## src/rtl/npc_pkg.sv

```systemverilog
// Shared types and constants for the next-PC unit: branch funct3 codes,
// redirect-source encoding and FSM state encoding.
package npc_pkg;

   localparam int unsigned NPC_F3_W = 3;

   localparam logic [NPC_F3_W-1:0] BR_EQ  = 3'b000;
   localparam logic [NPC_F3_W-1:0] BR_NE  = 3'b001;
   localparam logic [NPC_F3_W-1:0] BR_LT  = 3'b100;
   localparam logic [NPC_F3_W-1:0] BR_GE  = 3'b101;
   localparam logic [NPC_F3_W-1:0] BR_LTU = 3'b110;
   localparam logic [NPC_F3_W-1:0] BR_GEU = 3'b111;

   typedef enum logic [2:0] {
      SRC_SEQ,
      SRC_BR,
      SRC_JMP,
      SRC_MRET,
      SRC_TRAP
   } npc_src_e;

   typedef enum logic {
      ST_RUN,
      ST_HOLD
   } npc_state_e;

   // Instruction targets must be 4-byte aligned (no compressed support)
   function automatic logic npc_misaligned(input logic [1:0] lsb);
      return lsb != 2'b00;
   endfunction

endpackage

```

## src/rtl/br_cond.sv

```systemverilog
// Combinational RISC-V branch comparator; shared with a future predictor.
module br_cond
   import npc_pkg::*;
#(
   parameter int unsigned XLEN = 64
) (
   input  logic [NPC_F3_W-1:0] i_funct3,
   input  logic [XLEN-1:0]     i_rs1,
   input  logic [XLEN-1:0]     i_rs2,
   output logic                o_cond_c
);

   always_comb begin
      o_cond_c = 1'b0;
      case (i_funct3)
         BR_EQ:   o_cond_c = (i_rs1 == i_rs2);
         BR_NE:   o_cond_c = (i_rs1 != i_rs2);
         BR_LT:   o_cond_c = ($signed(i_rs1) <  $signed(i_rs2));
         BR_GE:   o_cond_c = ($signed(i_rs1) >= $signed(i_rs2));
         BR_LTU:  o_cond_c = (i_rs1 <  i_rs2);
         BR_GEU:  o_cond_c = (i_rs1 >= i_rs2);
         default: o_cond_c = 1'b0;
      endcase
   end

endmodule

```

## src/rtl/next_pc_unit.sv

```systemverilog
// Architectural PC register and next-PC arbitration (trap > mret > jump > branch > seq).
// Optional target alignment check enabled by NPC_MISALIGN_CHK_EN.
module next_pc_unit
   import npc_pkg::*;
#(
   parameter int unsigned    XLEN         = 64,
   parameter logic [XLEN-1:0] RESET_VECTOR = '0,
   parameter int unsigned    ILEN_BYTES   = 4
) (
   input  logic                clk,
   input  logic                rstn,
   input  logic                stall_i,
   input  logic                branch_i,
   input  logic [NPC_F3_W-1:0] br_funct3_i,
   input  logic [XLEN-1:0]     rs1_i,
   input  logic [XLEN-1:0]     rs2_i,
   input  logic [XLEN-1:0]     br_target_i,
   input  logic                jump_i,
   input  logic                jalr_i,
   input  logic [XLEN-1:0]     jump_target_i,
   input  logic                trap_i,
   input  logic [XLEN-1:0]     trap_vec_i,
   input  logic                mret_i,
   input  logic [XLEN-1:0]     mepc_i,
   output logic [XLEN-1:0]     pc_o,
   output logic [XLEN-1:0]     seq_pc_o,
   output logic                redirect_o,
   output logic                taken_o,
   output logic                misalign_o
);

   npc_state_e      r_state;
   npc_state_e      w_state_nxt;
   logic [XLEN-1:0] r_pc;
   logic [XLEN-1:0] w_pc_nxt;
   logic [XLEN-1:0] r_pend_pc;
   logic [XLEN-1:0] w_pend_nxt;
   logic [XLEN-1:0] w_seq_pc;
   logic [XLEN-1:0] w_tgt;
   npc_src_e        w_src;
   logic            w_cond;
   logic            w_drop;
   logic            w_redir;

   br_cond #(.XLEN(XLEN)) u_br_cond (
      .i_funct3 (br_funct3_i),
      .i_rs1    (rs1_i),
      .i_rs2    (rs2_i),
      .o_cond_c (w_cond)
   );

   assign w_seq_pc = r_pc + XLEN'(ILEN_BYTES);
   assign taken_o  = branch_i & w_cond;

   // Redirect source priority
   always_comb begin
      w_src = SRC_SEQ;
      w_tgt = w_seq_pc;
      if (trap_i) begin
         w_src = SRC_TRAP;
         w_tgt = trap_vec_i;
      end else if (mret_i) begin
         w_src = SRC_MRET;
         w_tgt = mepc_i;
      end else if (jump_i) begin
         w_src = SRC_JMP;
         w_tgt = jalr_i ? {jump_target_i[XLEN-1:1], 1'b0} : jump_target_i;
      end else if (taken_o) begin
         w_src = SRC_BR;
         w_tgt = br_target_i;
      end
   end

`ifdef NPC_MISALIGN_CHK_EN
   // Trap vectors are trusted; everything else must be word aligned
   assign w_drop = (w_src != SRC_SEQ) && (w_src != SRC_TRAP) && npc_misaligned(w_tgt[1:0]);
`else
   assign w_drop = 1'b0;
`endif

   assign w_redir    = (w_src != SRC_SEQ) && !w_drop;
   assign redirect_o = w_redir;

   always_comb begin
      w_state_nxt = r_state;
      w_pc_nxt    = r_pc;
      w_pend_nxt  = r_pend_pc;
      case (r_state)
         ST_RUN: begin
            if (!stall_i) begin
               if (w_redir) begin
                  w_pc_nxt = w_tgt;
               end else if (!w_drop) begin
                  w_pc_nxt = w_seq_pc;
               end
            end else if (w_redir) begin
               w_state_nxt = ST_HOLD;
               w_pend_nxt  = w_tgt;
            end
         end
         ST_HOLD: begin
            // Only a trap may displace the parked redirect
            if (stall_i) begin
               if (trap_i) begin
                  w_pend_nxt = trap_vec_i;
               end
            end else begin
               w_pc_nxt    = trap_i ? trap_vec_i : r_pend_pc;
               w_state_nxt = ST_RUN;
            end
         end
         default: w_state_nxt = ST_RUN;
      endcase
   end

   always_ff @(posedge clk) begin
      if (!rstn) begin
         r_state   <= ST_RUN;
         r_pc      <= RESET_VECTOR;
         r_pend_pc <= '0;
      end else begin
         r_state   <= w_state_nxt;
         r_pc      <= w_pc_nxt;
         r_pend_pc <= w_pend_nxt;
      end
   end

`ifdef NPC_MISALIGN_CHK_EN
   logic r_misalign;

   always_ff @(posedge clk) begin
      if (!rstn) begin
         r_misalign <= 1'b0;
      end else begin
         r_misalign <= w_drop && (r_state == ST_RUN);
      end
   end

   assign misalign_o = r_misalign;
`else
   assign misalign_o = 1'b0;
`endif

   assign pc_o     = r_pc;
   assign seq_pc_o = w_seq_pc;

endmodule

```

## config.mk

```make
export PLATFORM = sky130hd
export DESIGN_NAME = next_pc_unit
export DESIGN_NICKNAME = d
export VERILOG_FILES = /design/src/rtl/npc_pkg.sv /design/src/rtl/br_cond.sv /design/src/rtl/next_pc_unit.sv
export SDC_FILE = /design/constraint.sdc
export NUM_CORES = 1
export LEC_CHECK = 0
export BUFFER_PORTS_ARGS = -buffer_cell sky130_fd_sc_hd__buf_2
export CAP_MARGIN = 15
export CORE_AREA = 3 3 204 206
export CTS_CLUSTER_SIZE = 12
export DETAILED_ROUTE_END_ITERATION = 10
export DIE_AREA = 0 0 207 209
export SYNTH_ARGS = -nofsm -noshare
export SYNTH_HDL_FRONTEND = slang
export SYNTH_HIERARCHICAL = 1
export SYNTH_SLANG_ARGS = --single-unit
export TNS_END_PERCENT = 50
```

## constraint.sdc

```tcl
create_clock -name clk -period 4.2 [get_ports clk]
set_clock_uncertainty 0.15 [all_clocks]
set_input_delay 0.21 -clock clk [delete_from_list [all_inputs] [get_ports clk]]
set_output_delay 0.21 -clock clk [all_outputs]
set_load 0.05 [all_outputs]
```

==> metrics.txt <==
Final #Nets 2618; Arr. time, crit path about 4200 ps; max-cap violations 0; IO Pins approximately 530; Vias approximately 15000; Synth Area in Compound Gates 0.3079; Die Ht about 210 um; Initial Util 0.2830; largest net degree at the start of global routing approximately 60; Final Instance Area between 15000 and 20000 um^2; VDD IR max around 0.24 mV; final core area utilization 0.3938; Worst Path Required between 4000 and 5000 ps; Reg power frac 0.298; Die Area ~43000 um^2; first-pass GRT wire length roughly 96000 um; non-filler cells, final ~2700; Layout area overhead 39.19%; GRT Resource Usage Total 0.2878; Clock power frac 0.351; post-synthesis cell area between 10000 and 15000 um^2; Clk Latency, worst-skew pair roughly 440 ps; Inst Count DP roughly 2600; Pleak 7.393 nW; Warnings, synthesis 6; Pins Over Slew Limit 0; highest clock rate about 250 MHz; RSZ-0062 raised after global routing no; P_sw 1.835 mW; largest family of logic cells by synthesized area compound AO/OA/AOI/OAI gates; TritonRoute pass-1 iters 6; crit end category register; Hold Path Origin trap_vec_i[36]; GR Util met1 0.3625; Total Wirelength 65600 um; layout cells sized above 1 0.3114; critical path startpoint category primary input; Post-CTS Setup Inserts 0; Synth Area per Inst 6.909 um^2; clock transition at the registers of the reported paths about 60 ps; Simple-Gate Fraction of Synth Area 0.2565; adder-cell share of the synthesized area 0.07217; GR met3 Demand/Resource 0.05690; Post-synth EDFFs 0; CTS tree built; clock sink count approximately 130; RR Endpoint r_pend_pc[52]; fin crit period 3961 ps; Final Wtd Congestion about 0.9; Clock Tree Buf Depth 2; syn nets 2091; H-tree depth 4; WL/cell ~24 um; port buffer count ~520; Die Wd approximately 210 um; vias in the first global route around 15000; number of antenna violations at the first check in global routing 7; row cnt 73; hpwl dp around 50000 um; final hold viol count 0; number of fill cells roughly 4300; placed cell area approximately 15000 um^2; grt ovf 0; library cells used by synthesis 77; Async SR Flop Fraction 0; Root Buffer clkbuf_16; Final ANT Viol Nets 0; Most Used Layer, Global Route met2; Hold Crit Class primary input to register; first-iteration detailed-routing DRC count between 1000 and 1500; Setup TNS 0 ps; Synth Instances about 1600; WS Path Type primary input to register; ys flop type dfxtp_1; Worst-Margin Slew 1172 ps; fraction of synthesized cell area in xor and xnor cells 0.04508; post-synthesis mux area share 0.01355; cell-internal power just under 3 mW; worst-path fanout max 11; relative slew slack 0.2161; reg2reg path depth 7; Hold Crit Depth 3; M2 GR Usage 0.4970; Num CTS Buffers 17; Core Area 39820 um^2; Reg2Reg Setup Slack 790 ps; status finished clean; final setup fails 0; Net Sw Frac 0.3807; Via density around 5.7; Worst R2R Start pc_o[36]; Comb power frac 0.351; final worst path period share 0.9432; hold_ws approximately 9.4 ps; hold endpoint r_pend_pc[36]; pwr dens ~310 nW/um^2; DRC 0; FF+latch count, synth around 130; Seq/Total Area, Yosys 0.2292
## synthesized netlist by cell type (9+ instances only)
library cell / count / share of area
o22ai_1: 15 / 0.0083
a221oi_1: 15 / 0.012
nand2_1: 184 / 0.061
nand3_1: 70 / 0.031
a221o_1: 12 / 0.011
ha_1: 65 / 0.072
and4_1: 10 / 0.0078
a21oi_1: 155 / 0.069
o311ai_0: 10 / 0.0078
nor4_1: 15 / 0.0083
dfxtp_1: 129 / 0.23
xnor2_1: 32 / 0.025
nor2_1: 137 / 0.046
nand2b_1: 19 / 0.011
nor3_1: 23 / 0.010
xor2_1: 26 / 0.020
nand4_1: 36 / 0.020
o211ai_1: 20 / 0.013
o31ai_1: 9 / 0.0060
a22oi_1: 10 / 0.0067
inv_1: 99 / 0.033
clkbuf_1: 104 / 0.035
a31oi_1: 27 / 0.015
a211oi_1: 15 / 0.010
or3_1: 22 / 0.012
o21ai_0: 184 / 0.082
and3_1: 20 / 0.011
mux2i_1: 13 / 0.012
## sequential cells by signal, summed over array words and instances, names as in the netlist
name       count
pc_o          64
r_state        1
r_pend_pc     64
## timing repair
| item | in CTS | in global routing |
|---|---|---|
| setup endpoints to repair | 0 | 1 |
| resized for setup | 0 | 1 |
| hold buffers | 26 | 0 |
| hold endpoints to repair | 36 | 0 |
## stage by stage
| stage | power [mW] | setup slack [ps] |
|---|---|---|
| 6_report | 4.819 | 238.6 |
| 5_1_grt | 5.015 | 79.82 |
| 4_1_cts | 4.825 | 158.8 |
| 3_5_place_dp | 3.110 | -96.31 |
| 3_3_place_gp | 3.093 | 11.98 |
| 2_1_floorplan | 2.417 | 335.7 |
## worst max-delay path by stage
| stage | startpoint | to |
|---|---|---|
| floorplan | rs2_i[14] | r_pend_pc[54] |
| global placement | rs2_i[7] | r_pend_pc[43] |
| detailed placement | rs2_i[6] | r_pend_pc[43] |
| CTS | rs2_i[7] | r_pend_pc[12] |
| global route | rs2_i[7] | r_pend_pc[12] |
| finish | rs1_i[5] | r_pend_pc[12] |
## power groups by stage
stage	Sequential, mW	Clock [mW]	Combinational (mW)
CTS	1.43	1.71	1.68
finish	1.44	1.69	1.69
detailed placement	1.46	0	1.65
global placement	1.46	0	1.64
global route	1.45	1.75	1.81
floorplan	1.59	0	0.828
## cells by family (layout without fill, tap and decap cells)
kind of cell               after synthesis  count (layout)
AOI/OAI and AO/OA                      560             560
xor gates and xnor gates                58              58
adders and majority gates               65              65
buffers and inverters                  221             761
DFF                                    129             129
muxes                                   15              15
other                                    1               3
and+or+nand+nor                        582             582
## cell usage in the layout, fill, tap and decap left out, types with 6 or more instances in the layout
cell type | synthesis | routed
clkbuf_16 | 0 | 17
nor4_1 | 15 | 15
dfxtp_1 | 129 | 128
nand4_1 | 36 | 36
o21a_1 | 7 | 7
a31oi_1 | 27 | 27
o311ai_0 | 10 | 10
nor3_1 | 23 | 23
nor2b_1 | 8 | 8
a21o_1 | 8 | 8
nand2b_1 | 19 | 18
nand2_1 | 184 | 183
and4_1 | 10 | 10
a21oi_1 | 155 | 154
o221ai_1 | 8 | 8
inv_1 | 99 | 97
ha_1 | 65 | 65
o22ai_1 | 15 | 15
or3_1 | 22 | 22
o31ai_1 | 9 | 9
mux2i_1 | 13 | 13
o211ai_1 | 20 | 20
a221oi_1 | 15 | 15
dlygate4sd3_1 | 0 | 26
a22oi_1 | 10 | 10
nand3_1 | 70 | 70
a222oi_1 | 6 | 6
xnor2_1 | 32 | 32
xor2_1 | 26 | 26
buf_4 | 3 | 75
o21ai_0 | 184 | 184
and3_1 | 20 | 20
buf_2 | 6 | 521
o31a_1 | 7 | 7
a211oi_1 | 15 | 15
a221o_1 | 12 | 12
nor2_1 | 137 | 134
## routing by layer
| layer | routed length (um) | vias to the layer above |
|---|---|---|
| met5 | 41 | - |
| met4 | 2113 | 6 |
| met3 | 5677 | 135 |
| met2 | 31350 | 950 |
| met1 | 26420 | 7179 |
| li1 | - | 7014 |
## critical path, stage by stage
cell and delay, ps:
buf_2 100, ha_1 310, a21oi_1 170, o21ai_0 140, a221o_1 350, o311a_1 410
o31ai_1 270, nand2_1 90, nor4b_4 140, buf_4 150, a21oi_2 600, buf_12 230
a211o_1 130, o211ai_1 110, a31oi_1 220, dlygate4sd3_1 560
## area by class of cell
cell class	count	area, um^2	area share
Antenna cell	2	5.005	0.0003191
Sequential cell	129	2584	0.1647
Inverter	102	382.9	0.02441
Clock buffer	22	474.2	0.03024
Tap cell	525	656.9	0.04188
Clock inverter	10	180.2	0.01149
Timing Repair Buffer	627	3531	0.2251
Multi-Input combinational cell	1281	7870	0.5018
(Power assumes the default switching activity.)
